$ cat config.mk
export PLATFORM = sky130hd
export DESIGN_NAME = uart_rx_path
export DESIGN_NICKNAME = d
export VERILOG_FILES = /design/src/rtl/uart_pkg.sv /design/src/rtl/uart_rx_sync.sv /design/src/rtl/uart_rx_path.sv
export SDC_FILE = /design/constraint.sdc
export NUM_CORES = 1
export LEC_CHECK = 0
export CORE_MARGIN = 8
export CORE_UTILIZATION = 57
export CTS_CLUSTER_DIAMETER = 30
export DETAILED_ROUTE_END_ITERATION = 12
export PLACE_DENSITY = 0.83
export SYNTH_ARGS = -nofsm -noshare
export SYNTH_HDL_FRONTEND = slang
export SYNTH_SLANG_ARGS = --single-unit
$ cat constraint.sdc
create_clock -name clk -period 3.2 [get_ports clk]
set_input_delay 0.64 -clock clk [delete_from_list [all_inputs] [get_ports clk]]
set_output_delay 0.64 -clock clk [all_outputs]
set_load 0.03 [all_outputs]
$ cat src/rtl/uart_pkg.sv
// Shared UART definitions: receive FSM states and line-level constants.
// The transmit path may import the same constants.
package uart_pkg;

    typedef enum logic [2:0] {
        IDLE,
        DATA,
        PARITY,
        STOP,
        BREAK
    } rx_state_t;

    localparam int   PARITY_GROUP = 8;
    localparam logic IDLE_LEVEL   = 1'b1;

endpackage

$ cat src/rtl/uart_rx_sync.sv
// Two-flop synchroniser for the serial line; both flops reset to the idle level
// so that reset never looks like a start bit.
module uart_rx_sync
    import uart_pkg::*;
(
    input  logic clk,
    input  logic reset,
    input  logic line,
    output logic line_sync
);

    logic meta;

    always_ff @(posedge clk) begin
        if (!reset) begin
            meta      <= IDLE_LEVEL;
            line_sync <= IDLE_LEVEL;
        end else begin
            meta      <= line;
            line_sync <= meta;
        end
    end

endmodule

$ cat src/rtl/uart_rx_path.sv
// UART receive path: one line bit per clock, even parity per word or per byte,
// valid/ready delivery with overrun flag. UART_RX_SYNC_EN adds a 2-flop rx synchroniser.
module uart_rx_path
    import uart_pkg::*;
#(
    parameter int WIDTH_SIZE = 8
) (
    input  logic                  clk,
    input  logic                  reset,
    input  logic                  rx,
    input  logic                  PF,
    input  logic                  rx_ready,
    output logic [WIDTH_SIZE-1:0] rx_data,
    output logic                  rx_valid,
    output logic                  parity_err,
    output logic                  frame_err,
    output logic                  overrun,
    output logic                  busy
);

    localparam int IDX_W = $clog2(WIDTH_SIZE + 1);
    localparam int GRP_W = $clog2(PARITY_GROUP);
    localparam logic [IDX_W-1:0] LAST_IDX = IDX_W'(WIDTH_SIZE);

    rx_state_t             state;
    rx_state_t             state_next;
    logic                  rx_s;
    logic [IDX_W-1:0]      idx;
    logic [IDX_W-1:0]      idx_inc;
    logic [WIDTH_SIZE-1:0] shreg;
    logic                  par_run;
    logic                  perr_acc;
    logic                  pf_lat;

`ifdef UART_RX_SYNC_EN
    uart_rx_sync u_sync (
        .clk       (clk),
        .reset     (reset),
        .line      (rx),
        .line_sync (rx_s)
    );
`else
    assign rx_s = rx;
`endif

    assign idx_inc = idx + 1'b1;
    assign busy    = (state != IDLE);

    always_ff @(posedge clk) begin
        if (!reset) begin
            state <= IDLE;
        end else begin
            state <= state_next;
        end
    end

    always_comb begin
        state_next = state;
        case (state)
            IDLE:   if (rx_s != IDLE_LEVEL) state_next = DATA;
            // A group parity bit follows every full byte in per-byte mode.
            DATA:   if (idx_inc == LAST_IDX || (pf_lat && idx_inc[GRP_W-1:0] == '0))
                        state_next = PARITY;
            PARITY: state_next = (idx == LAST_IDX) ? STOP : DATA;
            STOP:   state_next = (rx_s == IDLE_LEVEL) ? IDLE : BREAK;
            BREAK:  if (rx_s == IDLE_LEVEL) state_next = IDLE;
            default: state_next = IDLE;
        endcase
    end

    // Frame assembly; every field is re-initialised on start detection.
    always_ff @(posedge clk) begin
        case (state)
            IDLE: begin
                if (rx_s != IDLE_LEVEL) begin
                    pf_lat   <= PF;
                    idx      <= '0;
                    shreg    <= '0;
                    par_run  <= 1'b0;
                    perr_acc <= 1'b0;
                end
            end
            DATA: begin
                shreg   <= {rx_s, shreg[WIDTH_SIZE-1:1]};
                idx     <= idx_inc;
                par_run <= par_run ^ rx_s;
            end
            PARITY: begin
                if (rx_s != par_run) perr_acc <= 1'b1;
                if (pf_lat) par_run <= 1'b0;
            end
            default: ;
        endcase
    end

    always_ff @(posedge clk) begin
        if (!reset) begin
            rx_data    <= '0;
            rx_valid   <= 1'b0;
            parity_err <= 1'b0;
            frame_err  <= 1'b0;
            overrun    <= 1'b0;
        end else if (state == STOP) begin
            rx_data    <= shreg;
            rx_valid   <= 1'b1;
            parity_err <= perr_acc;
            frame_err  <= (rx_s != IDLE_LEVEL);
            overrun    <= rx_valid && !rx_ready;
        end else if (rx_valid && rx_ready) begin
            rx_valid <= 1'b0;
            overrun  <= 1'b0;
        end
    end

endmodule

* Word level (Yosys, flattened, before mapping) *
Cells that the tools add are included.

storage, ports and cells
  flip-flop bits (word level) = 30
  input bits = 5
  output and inout port bits = 13
  logic and storage cells = 61

cells by class
  add/sub/neg operators = 1
  equality and inequality tests = 12
  mux-type cells = 18
  bitwise logic cells = 2
  reduce and logical (&&, ||, !) cells = 17

operators with widths
  operator               number
  $pmux W8 S2            1
  $pmux W3 S5            1
  $mux W3                4
  $ne A2 B2 Y1 const B   5
  $reduce_and A3 Y1      3
  $eq A4 B4 Y1 const B   2
  $mux W8                1
  $pmux W4 S2            1
  $eq A3 B2 Y1 const B   2
  $logic_not A3 Y1       2
  $mux W1                6
  $reduce_bool A2 Y1     3
  $reduce_bool A3 Y1     2
  $add A4 B1 Y4 const B  1
  $mux W4                1
  $reduce_and A2 Y1      2
  $eq A3 B1 Y1 const B   1
  $eq A3 B3 Y1 const B   1
  $logic_and A1 B1 Y1    3
  $pmux W1 S3            1
  $mux W2                1
  $pmux W1 S2            1
  $logic_not A1 Y1       1
  $logic_or A1 B1 Y1     1
  other kinds (3)        3

* Longest topological paths before layout *
  depth in word-level cells = 6
  depth in mapped cells = 6
  mapped depth without buffers = 5

* Worst setup path before layout *
Ideal clock, no wire load.

  path type = in2reg
  start point = input rx
  end point = register idx[0] (enable)
  setup time = 380 ps
  arrival time = 1569 ps
  required time = 2820 ps
  setup slack = 1251 ps
  stages = 3
  path buffers = 1
  cells stage by stage = clkbuf_1 > a21o_1 > nor2_1

between the ends
  longest elaborated chain between the ends = 2

ends and longest elaborated chain
  what                                line                source
  from (decl)                         uart_rx_path.sv:10  input logic rx,
  $ne A2 B2 Y1 (no source line)       -
  $reduce_and A2 Y1 (no source line)  -
  to (signal assigned)                uart_rx_path.sv:85  idx <= idx_inc;
  to (decl)                           uart_rx_path.sv:28  logic [IDX_W-1:0] idx;

No other way between the ends.
A chain may end at the register's enable or synchronous reset.

* Worst setup path in the final report *
  start point = register state[2]
  end point = output busy

between the ends
  longest elaborated chain between the ends = 1

ends and longest elaborated chain
  what                    line                source
  from (decl)             uart_rx_path.sv:25  rx_state_t state;
  from (signal assigned)  uart_rx_path.sv:53  state <= state_next;
  $reduce_bool A3 Y1      uart_rx_path.sv:47  assign busy = (state != IDLE);
  to (decl)               uart_rx_path.sv:18  output logic busy

No other way between the ends.

==> summary.md <==
| Metric | Value |
|---|---|
| Mapped cell area | 1310 sq um |
| Post-synth EDFFs | 15 |
| Cell variety after synth | 32 |
| #FFs+latches synth | 30 |
| Fin crit period | 2.38 ns |
| Reg-to-reg slack, setup | 1.46 ns |
| Top FF cell, synth | edfxtp_1 |
| Cts bufs inserted | 5 |
| IO buf count | 17 |
| Maximum clock frequency | 0.420 GHz |
| Post-Route WL | 2350 um |
| Worst-Skew Late Latency | 0.33 ns |
| Synth top area share | 0.344 |
| Vias/cell | 5.45 |
| Fraction of registers with async set/reset | 0 |
| Synth area leaders | edfxtp_1 34%, dfxtp_1 23%, nand2_1 6.9% |
| Synth Area in Adders | 0.0287 |
| DR WL/cell | 13.7 um |
| CTS sink cnt | 30 |
| Die ar. | 4080 sq um |
| Post-DP HPWL | 1710 um |
| Hold Startpoint | rx_data[7]$_SDFFE_PN0P_ |
| Clock skew | 0.00761 ns |
| Critical setup path kind | flop to output pin |
| Vias in the first global route | 900 |
| Syn. warnings | 0 |
| # diodes | 0 |
| Class of the worst hold path | flop to flop |
| Run status | completed |
| Row cnt | 17 |
| Final nets | 151 |
| Initial antenna violation count | 0 |
| H-tree levels | 2 |
| R2r startpoint | state[1]$_SDFFE_PN0P_ |
| Sequential share of the synthesized area | 0.574 |
| Total Routing Usage GR | 0.129 |
| Largest family of logic cells by synthesized area | simple AND/OR/NAND/NOR gates |
| Final Max Tran Viols | 0 |
| PostCTS Resize Cnt | 0 |
| CTS Root Cell | clkbuf_4 |
| Layout cells sized above 1 | 0.0833 |
| RR Endpoint | overrun$_SDFFE_PN0P_ |
| Starting Density | 0.597 |
| CTS tree | built |
| CP startpoint kind | flop |
| Post-Syn Nets | 134 |
| Final core area utilization | 0.709 |
| MaxCap Viol Count | 0 |
| Largest net degree at the start of global routing | 16 |
| Via count | 937 |
| Reg clk slew, reported paths | 0.10 ns |
| Width of the die | 63.9 um |
| Post-synthesis mux area share | 0 |
| XOR/XNOR Fraction of Synth Area | 0.0335 |
| Core area | 2190 sq um |
| Fillers | 164 |
| Compound-Gate Fraction of Synth Area | 0.111 |
| Post-Syn Area per Cell | 10.4 sq um |
| Hold path depth | 2 |
| Final cycle utilization of the critical path | 0.745 |
| ANT nets after route | 0 |
| VDD IR max | 340 uV |
| Clk buf depth | 2 |
| FF-to-FF path depth | 4 |
| CP required | 2.56 ns |
| Final number of hold-violating endpoints | 0 |
| Die Y | 63.9 um |
| Worst endpoint data arrival time | 1.74 ns |
| GPL Wtd Cong | 0.823 |
| Slew HR | 0.449 |
| Worst setup EP type | output pin |
| Setup crit start | state[2]$_SDFFE_PN0P_ |
| Most area-hungry cell type in the Yosys netlist | edfxtp_1 |
| First-pass GRT wire length | 4110 um |
| Commonest non-fill, non-tap cell in the layout | nand2_1 |
| Area Overhead vs Synth | 18.9% |
| Initial DRT Pass Iterations | 4 |
| RSZ-0062 raised after global routing | false |
| Post-CTS Setup Inserts | 0 |
| Total leakage power | 0.590 nW |
| Post-CTS Hold Fix Bufs | 0 |
| Most frequent cells in the layout | 24 x nand2_1, 17 x clkdlybuf4s50_1, 15 x dfxtp_1, 15 x edfxtp_1, 10 x a21boi_0 |
| Starting DRT DRC Count | 34 |
| Synth Area in Simple Gates | 0.211 |
| IO Count | 18 |
| PwrDens | 581 nW/um^2 |
| # DRC | 0 |
| Maximum fanout along the worst path | 14 |
| Hold Path End | rx_data[7]$_SDFFE_PN0P_ |
| Slew @ Worst Pin | 0.824 ns |
| Final setup fails | 0 |
| Mapped Cells | 126 |
| Setup TNS | 0 ns |
| GRT overflow | 0 |
-- worst max path at each step --
| stage | depth (start not counted) | slack [ns] | endpoint |
|---|---|---|---|
| final | 2 | 0.82 | busy |
| after global placement | 4 | 1.10 | shreg[3]$_SDFFCE_PN0P_ |
| after detailed placement | 4 | 1.09 | idx[3]$_SDFFCE_PN0P_ |
| after global routing | 2 | 0.71 | busy |
| after CTS | 2 | 0.81 | busy |
| after floorplan | 3 | 1.25 | idx[0]$_SDFFCE_PN0P_ |
-- stage by stage --
step | setup WS, ns | instance area [sq um] | std cells | total power, mW | hold slack (ns)
after global routing | 0.713 | 1550 | 172 | 0.946 | 0.496
after floorplan | 1.25 | 1310 | 126 | 0.577 | 0.496
final | 0.817 | 1550 | 172 | 0.903 | 0.469
after global placement | 1.10 | 1480 | 164 | 0.609 | 0.452
after detailed placement | 1.09 | 1480 | 164 | 0.615 | 0.459
after CTS | 0.813 | 1550 | 172 | 0.907 | 0.472
-- sequential cells by signal (all words and copies together) (netlist names), 3 cells and up --
| name | flops |
|---|---|
| state | 3 |
| shreg | 8 |
| rx_data | 8 |
| idx | 4 |
-- area by class of cell --
type / count / area [sq um] / share of cell area
clock buffer: 5 / 37.5 / 0.0242
clock inverter: 3 / 40.0 / 0.0258
inverter: 3 / 11.3 / 0.00725
multi-input combinational: 85 / 502 / 0.323
sequential: 30 / 751 / 0.483
tap: 28 / 35.0 / 0.0225
timing repair buffer: 18 / 178 / 0.114
-- cells by family after synthesis --
group,Yosys count
compound gates,21
buf+inv,11
simple gates,56
fa+ha+maj,3
xor+xnor,5
flops,30
-- routing by layer --
metal,up-vias,global-route usage,share of wire
met5,-,0,0
met4,0,0.0919,0.033
met3,10,0.0505,0.066
met2,28,0.191,0.43
met1,438,0.148,0.47
li1,461,-,-
-- synthesized netlist by cell type (3+ instances only) --
master    count
inv_1         3
ha_1          3
dfxtp_1      15
clkbuf_1      4
nor2_1        8
a21oi_1       4
xnor2_1       3
nand2_1      24
and2_1        9
a21boi_0     10
edfxtp_1     15
-- where the power goes --
part	total, mW	switching, mW	leakage [nW]	internal (mW)
sequential	0.483	0.0308	0.277	0.452
combinational	0.124	0.0692	0.268	0.0546
clock	0.296	0.134	0.0450	0.162
total	0.903	0.234	0.590	0.668
-- worst max-delay path: stages, from the launching register on --
cell,delay [ns]
dfxtp_1,0.58
or3_1,0.16
clkdlybuf4s50_1,0.66
Power figures use the tool's default switching activity.
